### config.mk
export PLATFORM = sky130hd
export DESIGN_NAME = fetch_unit
export DESIGN_NICKNAME = d
export VERILOG_FILES = /design/src/rtl/cpu_pkg.sv /design/src/rtl/fetch_unit.sv
export SDC_FILE = /design/constraint.sdc
export NUM_CORES = 1
export LEC_CHECK = 0
export ABC_AREA = 1
export CORE_MARGIN = 4
export CORE_UTILIZATION = 41
export CTS_CLUSTER_DIAMETER = 150
export CTS_CLUSTER_SIZE = 28
export DETAILED_ROUTE_END_ITERATION = 7
export PLACE_DENSITY = 0.94
export SETUP_SLACK_MARGIN = 0.15
export SYNTH_ARGS = -nofsm -noshare
export SYNTH_HDL_FRONTEND = slang
export SYNTH_SLANG_ARGS = --single-unit
### constraint.sdc
create_clock -name clk -period 2.9 [get_ports clk]
set_input_delay 0.58 -clock clk [delete_from_list [all_inputs] [get_ports clk]]
set_output_delay 0.58 -clock clk [all_outputs]
set_load 0.01 [all_outputs]
### src/rtl/cpu_pkg.sv
// Shared CPU definitions: opcodes, default widths, fetch FSM states and
// instruction field extractors.
package cpu_pkg;

    localparam int ADDR_W_DEF = 10;
    localparam int DATA_W_DEF = 32;

    localparam logic [4:0] OP_MVI = 5'b00001;
    localparam logic [4:0] OP_LD  = 5'b00100;
    localparam logic [4:0] OP_ST  = 5'b00101;

    typedef enum logic [2:0] {
        F_ISSUE,
        F_WAIT,
        I_ISSUE,
        I_WAIT,
        HOLD,
        D_WAIT
    } fetch_state_e;

    function automatic logic [4:0] f_opcode(input logic [31:0] w);
        return w[31:27];
    endfunction

    function automatic logic [4:0] f_rd(input logic [31:0] w);
        return w[14:10];
    endfunction

    function automatic logic [4:0] f_rs(input logic [31:0] w);
        return w[9:5];
    endfunction

    function automatic logic [4:0] f_rt(input logic [31:0] w);
        return w[4:0];
    endfunction

endpackage

### src/rtl/fetch_unit.sv
// Instruction fetch plus single-port RAM arbitration; execute-stage data
// accesses win the port over instruction fetch.
module fetch_unit
    import cpu_pkg::*;
#(
    parameter int                ADDR_W   = ADDR_W_DEF,
    parameter int                DATA_W   = DATA_W_DEF,
    parameter logic [ADDR_W-1:0] RESET_PC = '0
) (
    input  logic              clk,
    input  logic              rst_n,
    output logic              mem_wr_en,
    output logic [ADDR_W-1:0] mem_addr,
    output logic [DATA_W-1:0] mem_wdata,
    input  logic [DATA_W-1:0] mem_rdata,
    output logic              ins_valid,
    input  logic              ins_ready,
    output logic [DATA_W-1:0] ins_word,
    output logic [4:0]        ins_opcode,
    output logic [DATA_W-1:0] ins_imm,
    output logic              ins_has_imm,
    output logic [ADDR_W-1:0] ins_pc,
    input  logic              dreq_valid,
    output logic              dreq_ready,
    input  logic              dreq_we,
    input  logic [ADDR_W-1:0] dreq_addr,
    input  logic [DATA_W-1:0] dreq_wdata,
    output logic              drsp_valid,
    output logic [DATA_W-1:0] drsp_rdata
);

    fetch_state_e      state_q, state_d;
    logic              ret_hold_q, ret_hold_d;
    logic [ADDR_W-1:0] pc_q, pc_d;
    logic [DATA_W-1:0] ins_word_q, ins_word_d;
    logic [DATA_W-1:0] ins_imm_q, ins_imm_d;
    logic [ADDR_W-1:0] ins_pc_q, ins_pc_d;
    logic              dacc;

    // ins_valid also covers a load serviced while holding, so the offered
    // instruction never drops before its handshake.
    assign ins_valid   = (state_q == HOLD) || ((state_q == D_WAIT) && ret_hold_q);
    assign dreq_ready  = (state_q == F_ISSUE) || (state_q == HOLD);
    assign dacc        = dreq_valid && dreq_ready;
    assign ins_word    = ins_word_q;
    assign ins_opcode  = f_opcode(ins_word_q);
    assign ins_has_imm = (ins_opcode == OP_MVI);
    assign ins_imm     = ins_imm_q;
    assign ins_pc      = ins_pc_q;

    always_ff @(posedge clk or negedge rst_n) begin
        if (!rst_n) begin
            state_q    <= F_ISSUE;
            ret_hold_q <= 1'b0;
            pc_q       <= RESET_PC;
            ins_word_q <= '0;
            ins_imm_q  <= '0;
            ins_pc_q   <= '0;
        end else begin
            state_q    <= state_d;
            ret_hold_q <= ret_hold_d;
            pc_q       <= pc_d;
            ins_word_q <= ins_word_d;
            ins_imm_q  <= ins_imm_d;
            ins_pc_q   <= ins_pc_d;
        end
    end

    always_comb begin
        state_d    = state_q;
        ret_hold_d = ret_hold_q;
        pc_d       = pc_q;
        ins_word_d = ins_word_q;
        ins_imm_d  = ins_imm_q;
        ins_pc_d   = ins_pc_q;
        mem_wr_en  = 1'b0;
        mem_addr   = pc_q;
        mem_wdata  = '0;
        drsp_valid = 1'b0;
        drsp_rdata = '0;

        if (dacc) begin
            mem_addr  = dreq_addr;
            mem_wr_en = dreq_we;
            mem_wdata = dreq_wdata;
        end

        case (state_q)
            F_ISSUE: begin
                if (dacc) begin
                    if (!dreq_we) begin
                        state_d    = D_WAIT;
                        ret_hold_d = 1'b0;
                    end
                end else begin
                    state_d = F_WAIT;
                end
            end
            F_WAIT: begin
                ins_word_d = mem_rdata;
                ins_pc_d   = pc_q;
                ins_imm_d  = '0;
                pc_d       = pc_q + ADDR_W'(1);
                state_d    = (f_opcode(mem_rdata) == OP_MVI) ? I_ISSUE : HOLD;
            end
            I_ISSUE: begin
                state_d = I_WAIT;
            end
            I_WAIT: begin
                ins_imm_d = mem_rdata;
                pc_d      = pc_q + ADDR_W'(1);
                state_d   = HOLD;
            end
            HOLD: begin
                if (dacc && !dreq_we) begin
                    state_d    = D_WAIT;
                    ret_hold_d = !ins_ready;
                end else if (ins_ready) begin
                    state_d = F_ISSUE;
                end
            end
            D_WAIT: begin
                drsp_valid = 1'b1;
                drsp_rdata = mem_rdata;
                state_d    = (ret_hold_q && !ins_ready) ? HOLD : F_ISSUE;
            end
            default: begin
                state_d = F_ISSUE;
            end
        endcase
    end

endmodule

==> results.cfg, run 1 <==
[run_status]
status = finished clean

[place]
gp_congestion = 0.869
dpl_worst_slack_ns = 0.111
dpl.hpwl_um = 10400
place_inst = 847
port_buffers = 236

[logic_synthesis]
ys_types = 20
synth_top_area_frac = 0.551
synth_cells = 504
syn_avg_cell_area_um2 = 7.94
yosys_warnings = 0
synth_fp_nets = 584
synth_top_area_cell = dfrtp_1
syn_area_mm2 = 0.00400
ys_seq_elements = 88
yosys-top-cells-area = dfrtp_1, nand2_1, inv_1
yosysSeqAreaShare = 0.551

[timing]
fin_crit_ns = 2.74
grt_setup_unrepaired = yes
hold_viol_final = 0
drv_slew = 0
skew_ns = 0.0144
tns_ns = 0
timing.hold.ws_ns = 0.411
setup_viol = 0
worst_slew_pin_slew_ns = 1.09
relSlewSlack = 0.276
fmax_ghz = 0.366
fin_ws_ns = 0.165
post-route-period-util = 0.943

[clocking]
cts.clk_slew.worst_paths_ns = 0.09
cts_root_buffer = clkbuf_8
clk-insertion-delay-late_ns = 0.34
cts_made_buffers = 9
htree_levels = 3
cts-hold-fix-buffers = 0
cts_sinks = 88
cts_buffer_depth = 2
cts_tree = yes

[die]
dieArea_mm2 = 0.0114
initial_core_util = 0.427
coreArea_mm2 = 0.00937
rows = 35
die_h_um = 107
die_x_um = 107
pin_count = 237

[grt]
grt_pass1_vias = 4346
overflow = 0
track_usage = 0.233
grt_max_degree = 89
grt_antenna_before_repair = 0
grt_pass1_wl_um = 21100

[pwr]
swShare = 0.377
power_frac_seq = 0.340
pwr_density_cell_mw_per_mm2 = 786
finalPower_w = 0.00524
ir_drop_mv = 0.472
p_switching_w = 0.00198
p_clk_frac = 0.161
p_int_w = 0.00327
comb_power_share = 0.500
power_leakage_nw = 3.22

[route]
ant_nets = 0
dr.pass1.iters = 5
wirelength_um = 13600
wl_per_cell_um = 15.7
vias = 4197
drc = 0
vias_per_cell = 4.86
drtIter0Drc = 161

[critical_path]
cp-start-kind = input port
critical_path_required_ns = 2.32
critPathKind = input port to primary output
path_max_fanout = 11
cp.arrival_ns = 2.16
setup.worst_path.end_class = primary output

[layout]
n_antenna_cell = 0
drive_gt1_frac = 0.0395
fin_cells = 864
final_net_count = 810
syn_to_final_growth_pct = 66.7

[job]
drv_cap = 0

[min_path]
hp-class = input port to asynchronous set/reset pin
-- path summary, 6_finish.rpt --
| kind | to | slack [ns] | start | cells past startpoint |
|---|---|---|---|---|
| setup / recovery | mem_addr[0] | 0.16 | dreq_valid | 7 |
| setup reg to reg | ins_word[19] | 0.91 | state_q[2] | 7 |
| min in group clk | ins_word[11] | 0.49 | ins_word[11] | 2 |
| hold / removal | ins_pc[2] | 0.41 | rst_n | 1 |
| hold reg to reg | ins_word[11] | 0.49 | ins_word[11] | 2 |
| max in group asynchronous | ret_hold_q | 1.76 | rst_n | 1 |
-- flip-flops by register name (all words and copies together) (netlist names) --
| register | flops |
|---|---|
| ins_pc | 10 |
| ins_word | 32 |
| state_q | 3 |
| pc_q | 10 |
| ins_imm | 32 |
| ret_hold_q | 1 |
-- layer usage --
layer,track usage,wire [um]
met4,0.0877,390
met1,0.241,4920
met5,0,0
met2,0.433,7000
met3,0.0759,1260
-- placed cells by master (no fill, tap or decap), types with 2 or more instances in the layout --
cell type and instances:
o21ai_0 59, dlymetal6s2s_1 7, inv_1 86, xor2_1 6
inv_2 2, clkbuf_8 10, clkdlybuf4s50_1 227, dfrtp_1 88
nor2_4 2, nor2_1 73, buf_6 2, nand4_1 4
nand2_1 110, clkinvlp_4 2, o21ai_1 31, buf_4 4
clkbuf_1 2, nor2_2 2, nand3_1 9
-- final cells by class --
type                    count  area, um2
inverters                  88        330
fillers                   698       2700
clock inverters             4       53.8
well taps                 129        161
repair buffers            243       2450
flip-flops and latches     88       2200
multi-input cells         300       1330
clock buffers              12        145
-- power by group through the flow --
stage / sequential [W] / clock [W] / combinational, W
5_1_grt: 0.00183 / 0.000911 / 0.00285
2_1_floorplan: 0.00190 / 0 / 0.00108
6_report: 0.00178 / 0.000842 / 0.00262
3_3_place_gp: 0.00178 / 0 / 0.00254
3_5_place_dp: 0.00179 / 0 / 0.00263
4_1_cts: 0.00178 / 0.000860 / 0.00264
-- logic make-up (layout without fill, tap and decap cells) --
family                   after synthesis  after routing  synth area share
buffers and inverters                116            347             0.119
XOR/XNOR                               6              6            0.0131
flip-flops                            88             88             0.551
adder cells (fa/ha/maj)                1              1           0.00313
AND/OR/NAND/NOR                      202            202             0.200
AO/OA/AOI/OAI                         91             91             0.114
-- stage by stage --
stage	util	area, um2
2_1_floorplan	-	4000
3_3_place_gp	0.686	6430
3_5_place_dp	0.686	6430
4_1_cts	0.708	6630
5_1_grt	0.712	6670
6_report	0.712	6670
-- critical path: stages --
cell	delay [ns]
clkdlybuf4s50_1	0.48
inv_1	0.08
nor2_4	0.15
buf_6	0.16
nand2_1	0.06
o21ai_0	0.08
clkdlybuf4s50_1	0.56
-- synthesized netlist by cell type --
library cell / instances
nor4_1: 1
inv_2: 2
xor2_1: 6
nor2_1: 75
clkbuf_1: 11
nand4_1: 4
nand2_4: 1
o21ai_1: 31
nor2_2: 1
dfrtp_1: 88
a21oi_1: 1
buf_6: 1
nand3_1: 9
o21ai_0: 59
buf_2: 10
ha_1: 1
nor2_4: 1
nand2_1: 110
buf_4: 6
inv_1: 86
-- repair_timing --
item | 4_1_cts | 5_1_grt
resized for setup | 2 | 11
gates cloned | 0 | 1
endpoints found under the setup margin | 2 | 13
buffers inserted | 0 | 0
No activity file was read; power rests on OpenSTA's default activity.
==> run 2, diff against run 1 <==
--- a/config.mk
+++ b/config.mk
@@ -6,13 +6,13 @@
 export NUM_CORES = 1
 export LEC_CHECK = 0
 export ABC_AREA = 1
-export CORE_MARGIN = 4
-export CORE_UTILIZATION = 41
+export CORE_AREA = 4 4 90 92
 export CTS_CLUSTER_DIAMETER = 150
 export CTS_CLUSTER_SIZE = 28
 export DETAILED_ROUTE_END_ITERATION = 7
-export PLACE_DENSITY = 0.94
-export SETUP_SLACK_MARGIN = 0.15
+export DIE_AREA = 0 0 94 96
+export DONT_BUFFER_PORTS = 1
+export PLACE_DENSITY = 0.77
 export SYNTH_ARGS = -nofsm -noshare
 export SYNTH_HDL_FRONTEND = slang
 export SYNTH_SLANG_ARGS = --single-unit
==> constraint.sdc (replaced) <==
create_clock -name clk -period 3.5 [get_ports clk]
set_input_delay 0.7 -clock clk [delete_from_list [all_inputs] [get_ports clk]]
set_output_delay 0.7 -clock clk [all_outputs]
set_load 0.01 [all_outputs]
==> run 2 against run 1 <==
Die area is 21% lower. Routed wire length is 24% lower. Global-route usage is 0.90 points lower. Sequential power is 7% lower. Highest routed layer unchanged. Critical endpoint is now mem_wdata[9].
==> results.cfg, run 2 (same netlist as run 1, synthesis figures left out) <==
[clocking]
cts_tree = yes
cts_buffer_depth = 2
clk-insertion-delay-late_ns = 0.35
cts.clk_slew.worst_paths_ns = 0.09
postCtsSetupBuffers = 0
cts_made_buffers = 9
cts_root_buffer = clkbuf_8
cts_sinks = 88
htree_levels = 3

[pwr]
pwr_density_cell_mw_per_mm2 = 807
ir_drop_mv = 0.406
p_switching_w = 0.00144
p_clk_frac = 0.227
power_frac_seq = 0.482
comb_power_share = 0.291
swShare = 0.421
p_int_w = 0.00198
power_leakage_nw = 2.24

[critical_path]
critical_path_required_ns = 2.80
crit_family = simple AND/OR/NAND/NOR gates
worst_path_max_delay_cell = nand2_1
slowest_delay_ns = 0.65
path_max_fanout = 34
cp.arrival_ns = 2.23
r2r_start = state_q[2]
critPathLaunch = state_q[0]
cp-start-kind = flip-flop
critPathKind = flip-flop to primary output
worst-path-buf-inv = 0
setup.worst_path.end_class = primary output
cpMostUsedCell = nor2_1
crit_chain = nor2_1 -> nand2_1 -> nor2_1

[route]
vias = 3144
wl_per_cell_um = 17.3
vias_per_cell = 5.28
drtIter0Drc = 130
dr.pass1.iters = 4
ant_nets = 0
wirelength_um = 10300
drc = 0

[die]
pin_count = 237
initial_core_util = 0.554
die_x_um = 94
dieArea_mm2 = 0.00902
die_h_um = 96
coreArea_mm2 = 0.00721
rows = 31

[timing]
hold_viol_final = 0
fmax_ghz = 0.341
relSlewSlack = 0.357
drv_slew = 0
tns_ns = 0
skew_ns = 0.0104
setup_viol = 0
worst_slew_pin_slew_ns = 0.963
post-route-period-util = 0.837
grt_setup_unrepaired = no
fin_crit_ns = 2.93

[grt]
track_usage = 0.224
grt_max_degree = 89
grt_pass1_wl_um = 15500
overflow = 0
grt_antenna_before_repair = 0
grt_pass1_vias = 3054

[layout]
seq_area_mm2 = 0.00220
drive_gt1_frac = 0.0463
fin_cells = 596
multiInputGateArea_mm2 = 0.00132
layout_common_cells = nand2_1, dfrtp_1, inv_1
final_net_count = 572
n_antenna_cell = 0
syn_to_final_growth_pct = 5.94
layout_commonest_cell = nand2_1
fillers = 662

[job]
drv_cap = 0

[place]
dpl.hpwl_um = 7530
gp_congestion = 0.848
place_inst = 579
port_buffers = 0

[run_status]
status = finished clean

[min_path]
hp-class = input port to asynchronous set/reset pin
[run 2: per-layer routing]
layer,global-route usage,part of all wire,vias up
met4,0.0794,0.015,0
met3,0.0751,0.088,14
met2,0.397,0.52,164
met5,0,0,-
met1,0.251,0.37,1469
li1,-,-,1497
[run 2: cell type report]
| class | instances | area share |
|---|---|---|
| repair buffers | 5 | 0.00945 |
| clock inverters | 4 | 0.0180 |
| multi-input cells | 300 | 0.311 |
| well taps | 99 | 0.0292 |
| clock buffers | 12 | 0.0342 |
| inverters | 88 | 0.0779 |
| flip-flops and latches | 88 | 0.520 |
[run 2: final timing paths]
check / end / slack, ns / cells past startpoint
max: mem_wdata[9] / 0.57 / 3
min: ins_imm[19] / 0.04 / 0
max reg2reg: ins_word[5] / 1.32 / 7
min reg2reg: pc_q[9] / 0.49 / 2
max in group asynchronous: ins_imm[16] / 2.78 / 1
min in group clk: ins_word[28] / 0.49 / 2
[run 2: timing repair]
action	in CTS	in global routing
hold endpoints to repair	0	2
gates resized for setup	0	0
hold buffers	0	1
[run 2: power groups by stage]
stage	Sequential (W)	Clock, W	Combinational [W]
after global placement	0.00166	0	0.000965
after global routing	0.00169	0.000848	0.00114
after CTS	0.00165	0.000798	0.00101
after floorplan	0.00157	0	0.000893
final	0.00165	0.000776	0.000994
after detailed placement	0.00167	0	0.00101
[run 2: metrics by stage]
step	setup WS (ns)	hold WS (ns)	instance area (um2)	power, W	util
5_1_grt	0.325	0.00103	4240	0.00367	0.587
3_3_place_gp	1.03	0.406	4010	0.00263	0.555
2_1_floorplan	1.52	0.404	4000	0.00247	-
3_5_place_dp	0.933	0.406	4010	0.00268	0.555
6_report	0.571	0.0373	4240	0.00342	0.587
4_1_cts	0.548	0.0123	4230	0.00346	0.586
[run 2: worst register-to-register path, delay by kind of cell, from the launching register on]
family,cells,cell delay (ns)
buffers and inverters,3,1.02
AND/OR/NAND/NOR,3,0.54
AO/OA/AOI/OAI,1,0.10
flip-flops,1,0.45
==> run 3, diff against run 2 <==
==> constraint.sdc (replaced) <==
create_clock -name clk -period 2.85 [get_ports clk]
set_input_delay 0.57 -clock clk [delete_from_list [all_inputs] [get_ports clk]]
set_output_delay 0.57 -clock clk [all_outputs]
set_load 0.01 [all_outputs]
==> run 3 against run 2 <==
Clock power is 19% higher. Sequential share of layout area is 0.62 points lower. Core utilization is 0.71 points higher. Die area stayed put. Worst setup slack worse by 0.017 ns. Cell count is 0.67% higher. Design area is 1.2% higher. Via count is 0.13% higher. Sequential cell count stayed put. Register-to-register slack worse by 0.48 ns. Critical path type unchanged.
==> results.cfg, run 3 (same netlist as run 1, synthesis figures left out) <==
[place]
port_buffers = 0
placed_cell_area_mm2 = 0.00405
dpl.hpwl_um = 7540
gp_congestion = 0.770

[die]
initial_core_util = 0.554
dieArea_mm2 = 0.00902
coreArea_mm2 = 0.00721
rows = 31
pin_count = 237
die_x_um = 94
die_h_um = 96

[layout]
syn_to_final_growth_pct = 7.23
drive_gt1_frac = 0.0559
design_area_mm2 = 0.00429
layout_commonest_cell = nand2_1
final_net_count = 576
n_antenna_cell = 0
fillers = 649
layout_common_cells = nand2_1, dfrtp_1, inv_1

[critical_path]
cp-start-kind = flip-flop
critPathLaunch = state_q[1]
setup.worst_path.end_class = primary output
cp.arrival_ns = 1.73
path_max_fanout = 33
critical_path_required_ns = 2.28
r2r_start = state_q[2]
critPathKind = flip-flop to primary output

[timing]
worst_slew_pin_slew_ns = 0.886
setup_viol = 0
tns_ns = 0
fmax_ghz = 0.436
skew_ns = 0.0144
post-route-period-util = 0.806
drv_slew = 0
relSlewSlack = 0.409
fin_crit_ns = 2.30
hold_viol_final = 0
grt_setup_unrepaired = no

[clocking]
htree_levels = 3
cts_root_buffer = clkbuf_8
cts_buffer_depth = 2
cts.clk_slew.worst_paths_ns = 0.09
clk-insertion-delay-late_ns = 0.35
cts_made_buffers = 9
cts-resized-gates = 0
cts_tree = yes
cts_sinks = 88

[route]
drc = 0
wirelength_um = 10100
dr.pass1.iters = 4
vias = 3148
ant_nets = 0
drtIter0Drc = 188
wl_per_cell_um = 16.9
vias_per_cell = 5.25

[grt]
grt_pass1_wl_um = 15100
track_usage = 0.218
grt_max_degree = 89
grt_antenna_before_repair = 0
overflow = 0
grt_pass1_vias = 2968

[pwr]
power_leakage_nw = 2.27
pwr_density_cell_mw_per_mm2 = 984
ir_drop_mv = 0.426

[job]
drv_cap = 0

[run_status]
status = finished clean

[min_path]
hp-class = input port to asynchronous set/reset pin
## run 3: layer usage
| metal | GRT usage | share of wire | up-vias | wire (um) |
|---|---|---|---|---|
| li1 | - | - | 1513 | - |
| met1 | 0.254 | 0.38 | 1455 | 3820 |
| met2 | 0.383 | 0.52 | 168 | 5290 |
| met3 | 0.0704 | 0.088 | 12 | 888 |
| met4 | 0.0698 | 0.014 | 0 | 139 |
| met5 | 0 | 0 | - | 0 |
## run 3: metrics by stage
step                std cells  utilization  setup slack (ns)  hold slack [ns]  total power (W)
floorplan                 504            -              1.04            0.274          0.00303
global placement          583        0.561             0.830            0.276          0.00326
detailed placement        583        0.561             0.805            0.276          0.00330
CTS                       600        0.595             0.528            0.126          0.00427
global route              600        0.595             0.353            0.133          0.00453
finish                    600        0.595             0.554            0.130          0.00422
## run 3: final cells by class
cell class / count / area (um2) / share of cell area
Tap cell: 99 / 124 / 0.0289
Multi-Input combinational cell: 300 / 1320 / 0.308
Clock inverter: 5 / 81.3 / 0.0190
Inverter: 88 / 330 / 0.0770
Clock buffer: 11 / 131 / 0.0306
Timing Repair Buffer: 9 / 100 / 0.0233
Sequential cell: 88 / 2200 / 0.513
## run 3: timing repair
action / in CTS / in global routing
hold buffers: 1 / 0
buffers inserted: 0 / 0
endpoints found under the hold margin: 88 / 0
## run 3: path summary, 6_finish.rpt
check	slack (ns)	endpoint	cells past startpoint
min	0.13	ins_imm[14]	1
max reg2reg	0.84	ins_imm[29]	5
max	0.55	mem_wdata[31]	4
min in group clk	0.35	ins_word[28]	2
max in group asynchronous	2.39	ins_pc[1]	1
min reg2reg	0.49	pc_q[9]	2
## run 3: power by group
part / leakage, nW / total [W] / switching [W] / internal [W]
Sequential: 1.16 / 0.00202 / 0.000436 / 0.00159
Combinational: 1.01 / 0.00127 / 0.000916 / 0.000358
Clock: 0.104 / 0.000926 / 0.000431 / 0.000495
Total: 2.27 / 0.00422 / 0.00178 / 0.00244
## run 3: critical path: stages (launching register included)
cell	delay [ns]
dfrtp_1	0.44
nor2_1	0.35
nand2_1	0.12
buf_4	0.25
nor2_1	0.23
